[src/rtl/reg_file_rw.sv]
// Integer register file: one write port, two registered read ports, self-clear after reset.
// Define RF_BYPASS_EN for write-first same-cycle forwarding; otherwise reads are read-first.
package core;
    localparam int XLEN      = 32;
    localparam int NUM_REGS  = 32;
    localparam int REG_IDX_W = $clog2(NUM_REGS);

    typedef struct packed {
        logic                 en;
        logic [REG_IDX_W-1:0] rd_num;
        logic [XLEN-1:0]      rd_value;
    } rf_write_req_t;
endpackage

module reg_file_rw #(
    parameter int XLEN     = core::XLEN,
    parameter int NUM_REGS = core::NUM_REGS,
    localparam int IDX_W   = $clog2(NUM_REGS)
) (
    input  logic                clk,
    input  logic                rst,
    input  logic                en,
    input  core::rf_write_req_t rf_write_req,
    input  logic                rs1_en,
    input  logic [IDX_W-1:0]    rs1_num,
    input  logic                rs2_en,
    input  logic [IDX_W-1:0]    rs2_num,
    output logic [XLEN-1:0]     rs1_value,
    output logic [XLEN-1:0]     rs2_value,
    output logic                rdy
);

    typedef enum logic {
        CLEAR = 1'b0,
        READY = 1'b1
    } state_t;

    state_t            state, next_state;
    logic [IDX_W-1:0]  clr_idx;
    logic [XLEN-1:0]   regs [1:NUM_REGS-1];

    logic              clr_last;
    logic              wr_fire;
    logic              rd1_fire, rd2_fire;
    logic [XLEN-1:0]   rd1_data, rd2_data;

    assign clr_last = (clr_idx == IDX_W'(NUM_REGS - 1));
    assign wr_fire  = (state == READY) && en && rf_write_req.en && (rf_write_req.rd_num != '0);
    assign rd1_fire = (state == READY) && en && rs1_en;
    assign rd2_fire = (state == READY) && en && rs2_en;

    // NOTE: combinational blocks assign every output a default first so no latch is inferred.
    always_comb begin
        next_state = state;
        case (state)
            CLEAR:   if (clr_last) next_state = READY;
            READY:   next_state = READY;
            default: next_state = CLEAR;
        endcase
    end

    always_comb begin
        rd1_data = '0;
        rd2_data = '0;
        if (rs1_num != '0) begin
            rd1_data = regs[rs1_num];
`ifdef RF_BYPASS_EN
            if (wr_fire && (rf_write_req.rd_num == rs1_num)) rd1_data = rf_write_req.rd_value;
`endif
        end
        if (rs2_num != '0) begin
            rd2_data = regs[rs2_num];
`ifdef RF_BYPASS_EN
            if (wr_fire && (rf_write_req.rd_num == rs2_num)) rd2_data = rf_write_req.rd_value;
`endif
        end
    end

    always_ff @(posedge clk) begin
        if (!rst) begin
            state     <= CLEAR;
            clr_idx   <= IDX_W'(1);
            rdy       <= 1'b0;
            rs1_value <= '0;
            rs2_value <= '0;
        end else begin
            state <= next_state;
            rdy   <= (next_state == READY);
            if (state == CLEAR) clr_idx <= clr_idx + IDX_W'(1);
            if (rd1_fire) rs1_value <= rd1_data;
            if (rd2_fire) rs2_value <= rd2_data;
        end
    end

    // NOTE: the storage array has no reset branch; it is zeroed by the clear sequence instead.
    always_ff @(posedge clk) begin
        if (rst) begin
            if (state == CLEAR) begin
                regs[clr_idx] <= '0;
            end else if (wr_fire) begin
                regs[rf_write_req.rd_num] <= rf_write_req.rd_value;
            end
        end
    end

endmodule

[config.mk]
export PLATFORM = sky130hd
export DESIGN_NAME = reg_file_rw
export DESIGN_NICKNAME = d
export VERILOG_FILES = /design/src/rtl/reg_file_rw.sv
export SDC_FILE = /design/constraint.sdc
export NUM_CORES = 1
export LEC_CHECK = 0
export BUFFER_PORTS_ARGS = -buffer_cell sky130_fd_sc_hd__buf_4
export CAP_MARGIN = 20
export CORE_MARGIN = 1.5
export CORE_UTILIZATION = 35
export CTS_CLUSTER_SIZE = 16
export DETAILED_ROUTE_END_ITERATION = 8
export PLACE_DENSITY = 0.51
export SYNTH_ARGS = -nofsm -noshare
export SYNTH_HDL_FRONTEND = slang
export SYNTH_SLANG_ARGS = --single-unit
export TNS_END_PERCENT = 5
[constraint.sdc]
create_clock -name clk -period 3.4 [get_ports clk]
set_clock_uncertainty 0.15 [all_clocks]
set_input_delay 0.34 -clock clk [delete_from_list [all_inputs] [get_ports clk]]
set_output_delay 0.34 -clock clk [all_outputs]
set_load 0.005 [all_outputs]
Word-level counts from Yosys, hierarchy flattened

Memories as Yosys holds them, arrays and structs flattened.
Index checks and enable logic that the tools add are counted.

Reduce and logical (&&, ||, !) cells: 9
Equal/unequal tests: 1
Add/subtract/negate cells: 1
Bitwise logic cells: 1
Multiplexer cells: 14

Operator list:

| cell                                                          | count |
|---|---|
| 32-bit 2-to-1 mux                                             | 3 |
| 32-bit OR reduction                                           | 1 |
| 5-bit nonzero test                                            | 3 |
| 1-bit 2-to-1 mux                                              | 9 |
| 5-bit by 1-bit adder with 5-bit output, second input constant | 1 |
| 5-bit == test, second input constant                          | 1 |
| 1-bit logical AND                                             | 5 |
| 5-bit 2-to-1 mux                                              | 1 |
| 1-bit case mux with 2 select lines                            | 1 |
| 1-bit inverter                                                | 1 |

Flip-flop bits (word level): 70
Bits in writable memories: 992
Output and inout port bits: 65
Memories: 1

Memory list:

| memory | depth | bits a word | read ports | clocked after Yosys merged registers in | write ports | line | text |
|---|---|---|---|---|---|---|---|
| regs   | 31    | 32          | 2          | 0                                       | 1           | 40   | `logic [XLEN-1:0] regs [1:NUM_REGS-1];` |

Logic depth before layout (Yosys ltp)

Gate-level depths: netlist of the first run.

Word-level depth: 9
Mapped depth: 11

Worst setup path before layout of the first run

No wires, ideal clock.

Path type: register -> register
Start point: reg state
End point: mem regs[28][0], enable pin
Data required time: 2.829 ns
Setup slack: -0.277 ns
Data arrival time: 3.106 ns
Period minus slack after synthesis: 3.677 ns
Path buffers: 3
Cell stages (with the launch flop): 8
Cell sequence: dfxtp_1 -> clkbuf_1 -> nand4_1 -> a21oi_1 -> buf_2 -> buf_1 -> a41oi_1 -> nor2_1

Longest elaborated chain between the ends: 9
Elaborated cells on any way between the ends: 13
Those cells by class: 9 x mux; 4 x reduce/logical

RTL lines:

| element                                                        | line | text |
|---|---|---|
| start, declared                                                | 38   | `state_t state, next_state;` |
| start signal, assigned                                         | 87   | `state <= next_state;` |
| 1-bit logical AND (3 in a row)                                 | 48   | `assign wr_fire = (state == READY) && en && rf_write_req.en && (rf_write_req.rd_num != '0);` |
| 1-bit 2-to-1 mux                                               | 100  | `end else if (wr_fire) begin` |
| 1-bit 2-to-1 mux                                               | 98   | `if (state == CLEAR) begin` |
| 1-bit 2-to-1 mux                                               | 97   | `if (rst) begin` |
| 1-bit 2-to-1 mux (not written as such)                         | 101  | `regs[rf_write_req.rd_num] <= rf_write_req.rd_value;` |
| 32-bit OR reduction (no line)                                  | --   |  |
| 5-bit 2-to-1 mux (no line) or 1-bit 2-to-1 mux (tied branches) | --   |  |
| end, declared                                                  | 40   |  |

Parallel ways exist; a longest one is shown, timed or not.

Final worst setup path of the first run

Start point: in rst
End point: mem regs[18][26], enable pin

Longest elaborated chain between the ends: 4
Elaborated cells on any way between the ends: 7
Those cells by class: 6 x mux; 1 x reduce/logical

RTL lines:

| element                                                        | line | text |
|---|---|---|
| start, declared                                                | 21   | `input logic rst,` |
| 1-bit 2-to-1 mux                                               | 97   |  |
| 1-bit 2-to-1 mux (not written as such)                         | 101  |  |
| 32-bit OR reduction (no line)                                  | --   |  |
| 5-bit 2-to-1 mux (no line) or 1-bit 2-to-1 mux (tied branches) | --   |  |

Parallel ways exist; a longest one is shown, timed or not.

==> flow_summary_export.csv, run 1 <==
group,metric,value,unit
run_status,status,"completed",
worst_setup_path,r2r_cells,7,
sta,hold_slack,91.90,ps
drt,via_count,31710,
sta,setup_viol,0,
finish,antenna_cells,0,
finish,area_delta_synth_final,17.88,%
drt,vias_per_cell,6.055,
synthesis,syn_area,48800,um^2
clocking,h-tree-depth,3,
global_route,grt_pass1_vias,32310,
sta,layout_setup_ws,493.9,ps
drt,drt_drc_violations_left,0,
synthesis,syn_nets,3140,
worst_setup_path,endpoint_kind,"flip-flop",
power_and_ir_drop,seqPwrFrac,48.2,%
hold_path,worstHoldPathType,"in -> reg",
finish,final_area,57530,um^2
global_route,grt_pass1_wl,241800,um
power_and_ir_drop,cellPowerDensity,513.5,nW/um^2
floorplan,std_cell_rows,136,
synthesis,yosys.cell_types.count,53,
global_route,grt_antenna_before_repair,12,
synthesis,ys_warn_count,0,
drt,wl,172600,um
sta,worst_pin_slew,1147,ps
sta,finalCritPeriodShare,85.47,%
clocking,numCtsBuffers,112,
sta,period_minus_slack,2906,ps
worst_setup_path,cpMaxStageDelayCell,"a31oi_1",
worst_setup_path,crit_buf_inv,4,
power_and_ir_drop,p_leak,19.86,nW
global_route,grt_max_degree,66,
place,dp_slack,330.5,ps
place,portBuffers,117,
worst_setup_path,critPathKind,"in -> reg",
drt,ant_nets,0,
clocking,cts_root_buffer,"clkbuf_16",
finish,nets,3336,
power_and_ir_drop,vdd_ir_drop_max,0.4502,mV
worst_setup_path,critPathLaunchType,"input pin",
place,gp_congestion,0.8556,
floorplan,die_height,376.4,um
power_and_ir_drop,p_total,29.54,mW
sta,slew_violations,0,
clocking,clk_pin_slew,60,ps
power_and_ir_drop,p_int,22.97,mW
global_route,track_usage,23.99,%
sta,finalHoldViolations,0,
worst_setup_path,cp_top_family,"buffers and inverters",
power_and_ir_drop,power_frac_comb,6.8,%
finish,drive_above_1_share,24.45,%
place,placed_cell_area,53560,um^2
sta,max_freq,344.1,MHz
worst_setup_path,cp.arrival,3190,ps
place,hpwl,106600,um
synthesis,synth_top_area_share,61.04,%
synthesis,synth.avg_cell_area,15.82,um^2
floorplan,core_area,138000,um^2
clocking,cts.path.max_buffers,3,
worst_setup_path,crit_path_max_incr_delay,770,ps
synthesis,synthFlopType,"edfxtp_1",
finish,fillers,12330,
floorplan,dieArea,141700,um^2
synthesis,synth_cells,3085,
run,drv_cap,0,
power_and_ir_drop,p_sw,6.565,mW
synthesis,synthArstFlopShare,0,%
synthesis,synthTopCellsByArea,"edfxtp_1 (61%), mux2i_1 (12%), mux4_2 (7.7%)",
synthesis,yosysTopAreaCell,"edfxtp_1",
sta,max_slew_margin,23.15,%
worst_setup_path,crit_required,3690,ps
worst_setup_path,critPathMaxFanout,32,
worst_setup_path,cp_num_cells,9,
drt,dr.first_iter.drc_count,3676,
clocking,cts_tree,"yes",
clocking,clk-insertion-delay-late,720,ps
hold_path,min_path_cells,3,
synthesis,synth_edf_count,992,
floorplan,die_x,376.4,um
sta,grt_setup_unrepaired,"false",
clocking,clock-sinks,1062,
worst_setup_path,r2r_slack,530,ps
drt,drtPass1Iterations,6,
drt,wl_per_cell,32.96,um
worst_setup_path,cp_common_cell,"buf_4",
synthesis,synth-seq-area-share,63.91,%
floorplan,ios,118,
floorplan,start_util,35.36,%
global_route,grt-ovfl-total,0,
synthesis,synth-seq-cells,1062,
power_and_ir_drop,swShare,22.22,%
worst_setup_path,path_cells,"dlygate4sd3_1 -> buf_4 -> nand4_1 -> a21oi_4 -> buf_4 -> nor4b_1 -> a31oi_1 -> nor2_4 -> buf_12",
power_and_ir_drop,clock_power_share,45.0,%
[area by class of cell]
cell class	count	area, um^2	share of cell area, %
Clock buffer	128	2904	5.048
Timing Repair Buffer	334	3196	5.555
Multi-Input combinational cell	1768	16850	29.28
Sequential cell	1062	31190	54.22
Clock inverter	79	1051	1.827
Tap cell	1863	2331	4.052
Inverter	3	11.26	0.01957
[power groups by stage]
stage / clock network (mW) / registers (mW) / logic (mW)
after floorplan: 0 / 14.5 / 1.19
after global placement: 0 / 14.5 / 1.98
after detailed placement: 0 / 14.5 / 1.99
after CTS: 13.5 / 14.2 / 2.00
after global routing: 13.9 / 14.2 / 2.09
final: 13.3 / 14.2 / 2.02
[routing by layer]
layer,wire length (um),up-vias,global-route usage (%)
met3,15150,346,5.271
li1,-,13110,-
met5,39,-,0
met4,5664,6,8.354
met2,79310,1604,37.60
met1,72450,16650,32.82
[placed cells by master (no fill, tap or decap), drive strengths merged, types with 7 or more instances in the layout]
master / netlist / layout
edfxtp: 992 / 992
mux2i: 596 / 596
buf: 107 / 331
mux4: 167 / 167
nor2: 148 / 148
clkbuf: 145 / 130
a22oi: 128 / 128
o22ai: 107 / 107
a21oi: 74 / 74
dfxtp: 70 / 70
mux2: 57 / 57
o221ai: 53 / 53
nand2: 45 / 45
clkinv: 0 / 41
a211oi: 39 / 39
o21ai: 36 / 36
nor4b: 35 / 35
and2: 35 / 35
nor3: 31 / 31
nand3: 30 / 30
o221a: 28 / 28
a22o: 26 / 26
a2111oi: 25 / 25
a221o: 25 / 25
bufinv: 0 / 25
clkinvlp: 0 / 12
nor2b: 12 / 12
nor4: 9 / 9
a31oi: 9 / 9
and4: 7 / 7
[path summary, 6_finish.rpt]
kind,from,to
max,rst,regs[18][26]
min,rf_write_req[4],regs[28][4]
max reg2reg,state,regs[18][26]
min reg2reg,rs2_value[5],rs2_value[5]
[what timing repair did]
action                    4_1_cts  5_1_grt
hold endpoints to repair        3        0
gates resized for setup         0        0
buffers inserted                0        0
hold buffers                    1        0
[logic make-up after synthesis]
group | count (synthesis) | synth area share [%]
xor gates and xnor gates | 2 | 0.03590
buffers and inverters | 255 | 2.307
muxes | 820 | 21.25
adders and majority gates | 2 | 0.05127
AOI/OAI and AO/OA | 563 | 8.437
and+or+nand+nor | 381 | 4.015
DFF | 1062 | 63.91
[synthesized netlist by cell type (all sizes together) (7+ instances only)]
library cell / n
o221a: 28
o21ai: 36
a22o: 26
nor4: 9
edfxtp: 992
nor2: 148
nand3: 30
a221o: 25
buf: 107
mux4: 167
a211oi: 39
mux2i: 596
a2111oi: 25
clkbuf: 145
nand2: 45
nor3: 31
o221ai: 53
a22oi: 128
and2: 35
dfxtp: 70
o22ai: 107
mux2: 57
and4: 7
a21oi: 74
nor4b: 35
a31oi: 9
nor2b: 12
[sequential cells by signal, summed over array words and instances, names as in the netlist]
register and flops:
regs 992, state 1, rs2_value 32, clr_idx 5
rs1_value 32
[through the flow]
step / std cells / setup TNS, ps / utilization (%)
finish: 5237 / 0 / 41.69
floorplan: 3085 / -202370 / -
global placement: 5028 / 0 / 38.81
detailed placement: 5028 / 0 / 38.81
global route: 5237 / 0 / 41.69
CTS: 5236 / 0 / 41.68
[worst reg2reg max path: stages (launching register included)]
cell	delay, ps
dfxtp_1	330
nand4_1	180
a21oi_4	400
buf_4	300
nor4b_1	80
a31oi_1	770
nor2_4	90
buf_12	260
(Power assumes the default switching activity.)
==> run 2: changes to the inputs <==
--- a/config.mk
+++ b/config.mk
@@ -11,7 +11,7 @@
 export CORE_UTILIZATION = 35
 export CTS_CLUSTER_SIZE = 16
 export DETAILED_ROUTE_END_ITERATION = 8
-export PLACE_DENSITY = 0.51
+export PLACE_DENSITY = 0.5
 export SYNTH_ARGS = -nofsm -noshare
 export SYNTH_HDL_FRONTEND = slang
 export SYNTH_SLANG_ARGS = --single-unit
==> constraint.sdc (replaced) <==
create_clock -name clk -period 2.95 [get_ports clk]
set_clock_uncertainty 0.15 [all_clocks]
set_input_delay 0.295 -clock clk [delete_from_list [all_inputs] [get_ports clk]]
set_output_delay 0.295 -clock clk [all_outputs]
set_load 0.005 [all_outputs]
==> run 2 against run 1 <==
Effect of this change: register-to-register slack got worse by 350 ps; sequential power grew 15%; design area up 0.47%; critical endpoint is now regs[10][11].
==> flow_summary_export.csv, run 2 (synthesized netlist as in run 1, its figures left out) <==
group,metric,value,unit
finish,layout_common_cells,"edfxtp_1 (992), mux2i_1 (596), buf_4 (272), mux4_2 (167), a22oi_1 (128)",
global_route,track_usage,24.48,%
floorplan,std_cell_rows,136,
clocking,numCtsBuffers,112,
clocking,cts_setup_buffers,0,
worst_setup_path,critPathMaxFanout,25,
drt,ant_nets,0,
finish,drive_above_1_share,24.38,%
clocking,h-tree-depth,3,
drt,drt_drc_violations_left,0,
place,hpwl,110100,um
global_route,grt_max_degree,45,
power_and_ir_drop,p_leak,19.98,nW
drt,vias_per_cell,5.997,
drt,via_count,31590,
floorplan,ios,118,
finish,area_delta_synth_final,18.43,%
floorplan,die_height,376.4,um
worst_setup_path,cp.arrival,3010,ps
global_route,grt_pass1_wl,244900,um
clocking,clock-sinks,1062,
drt,dr.first_iter.drc_count,3072,
clocking,cts_root_buffer,"clkbuf_16",
worst_setup_path,endpoint_kind,"flip-flop",
finish,top_regs,"regs (992), rs1_value (32), rs2_value (32)",
place,placed_cell_area,54090,um^2
finish,largest_reg_flops,992,
drt,wl_met2,86330,um
drt,wl,176100,um
sta,max_slew_margin,25.09,%
run,drv_cap,0,
drt,drtPass1Iterations,7,
worst_setup_path,critPathKind,"reg -> reg",
finish,final_common_cell,"edfxtp_1",
sta,period_minus_slack,2772,ps
finish,post_layout_nonfiller_instances,5267,
sta,worst_pin_slew,1118,ps
hold_path,worstHoldPathType,"in -> reg",
sta,grt_setup_unrepaired,"false",
sta,setup_viol,0,
run_status,status,"completed",
clocking,cts_resized,0,
global_route,grt-ovfl-total,0,
drt,wl_per_cell,33.44,um
power_and_ir_drop,cellPowerDensity,570.9,nW/um^2
global_route,grt_antenna_before_repair,7,
clocking,clk-insertion-delay-late,740,ps
clocking,cts.path.max_buffers,3,
place,gp_congestion,0.8412,
worst_setup_path,crit_required,3190,ps
floorplan,dieArea,141700,um^2
clocking,holdBufCountCts,4,
finish,fillers,12350,
place,dpl.cell_count,5051,
worst_setup_path,critPathLaunchType,"flip-flop",
finish,regMostFlops,"regs",
place,portBuffers,117,
global_route,grt_pass1_vias,32400,
sta,finalCritPeriodShare,93.96,%
clocking,clk_pin_slew,70,ps
finish,final_area,57800,um^2
clocking,cts_tree,"yes",
finish,nets,3363,
finish,antenna_cells,0,
sta,hold_slack,65.12,ps
drt,dr_wl_met3,10560,um
floorplan,start_util,35.36,%
sta,slew_violations,0,
sta,finalHoldViolations,0,
sta,max_freq,360.8,MHz
floorplan,core_area,138000,um^2
drt,wl_met1,72750,um
drt,highest_layer,"met5",
power_and_ir_drop,vdd_ir_drop_max,0.4865,mV
floorplan,die_x,376.4,um
run 2: critical path, stage by stage, from the launching register on:
cell,delay [ps]
dfxtp_1,350
nand4_1,200
a21oi_4,270
buf_4,200
nor4b_1,60
a31oi_1,830
nor2_4,60
buf_12,210
run 2: per-stage QoR:
step                util [%]  TNS [ps]  power [mW]  setup WS (ps)
floorplan                  -   -248430       18.07         -431.5
global placement       39.19         0       19.06          16.18
detailed placement     39.20         0       19.08          34.92
CTS                    41.87         0       33.17          223.8
global route           41.88         0       33.82          106.0
finish                 41.88         0       33.00          178.2
run 2: layout make-up:
| class | instances | area, um^2 | share of cell area (%) |
|---|---|---|---|
| well taps | 1863 | 2331 | 4.033 |
| inverters | 3 | 11.26 | 0.01948 |
| clock inverters | 50 | 509.2 | 0.8811 |
| flip-flops and latches | 1062 | 31190 | 53.96 |
| clock buffers | 160 | 3138 | 5.429 |
| multi-input cells | 1768 | 16870 | 29.18 |
| repair buffers | 361 | 3751 | 6.490 |
run 2: power by group:
part	leakage (nW)	internal (mW)	total, mW	switching, mW
registers	9.71	16.3	16.4	0.0543
logic	8.49	0.962	2.40	1.44
clock network	1.78	8.17	14.2	6.03
run 2: per-layer routing:
layer / global-route usage (%) / vias up
met4: 9.343 / 6
met3: 3.441 / 336
met1: 31.98 / 16730
met2: 41.23 / 1355
met5: 0 / -
li1: - / 13160
run 2: worst paths after layout:
| kind | from | end | slack (ps) | cells after the start |
|---|---|---|---|---|
| max reg2reg | state | regs[10][11] | 180 | 7 |
| max | state | regs[10][11] | 180 | 7 |
| min reg2reg | rs2_value[20] | rs2_value[20] | 390 | 1 |
| min | rf_write_req[28] | regs[27][28] | 70 | 3 |
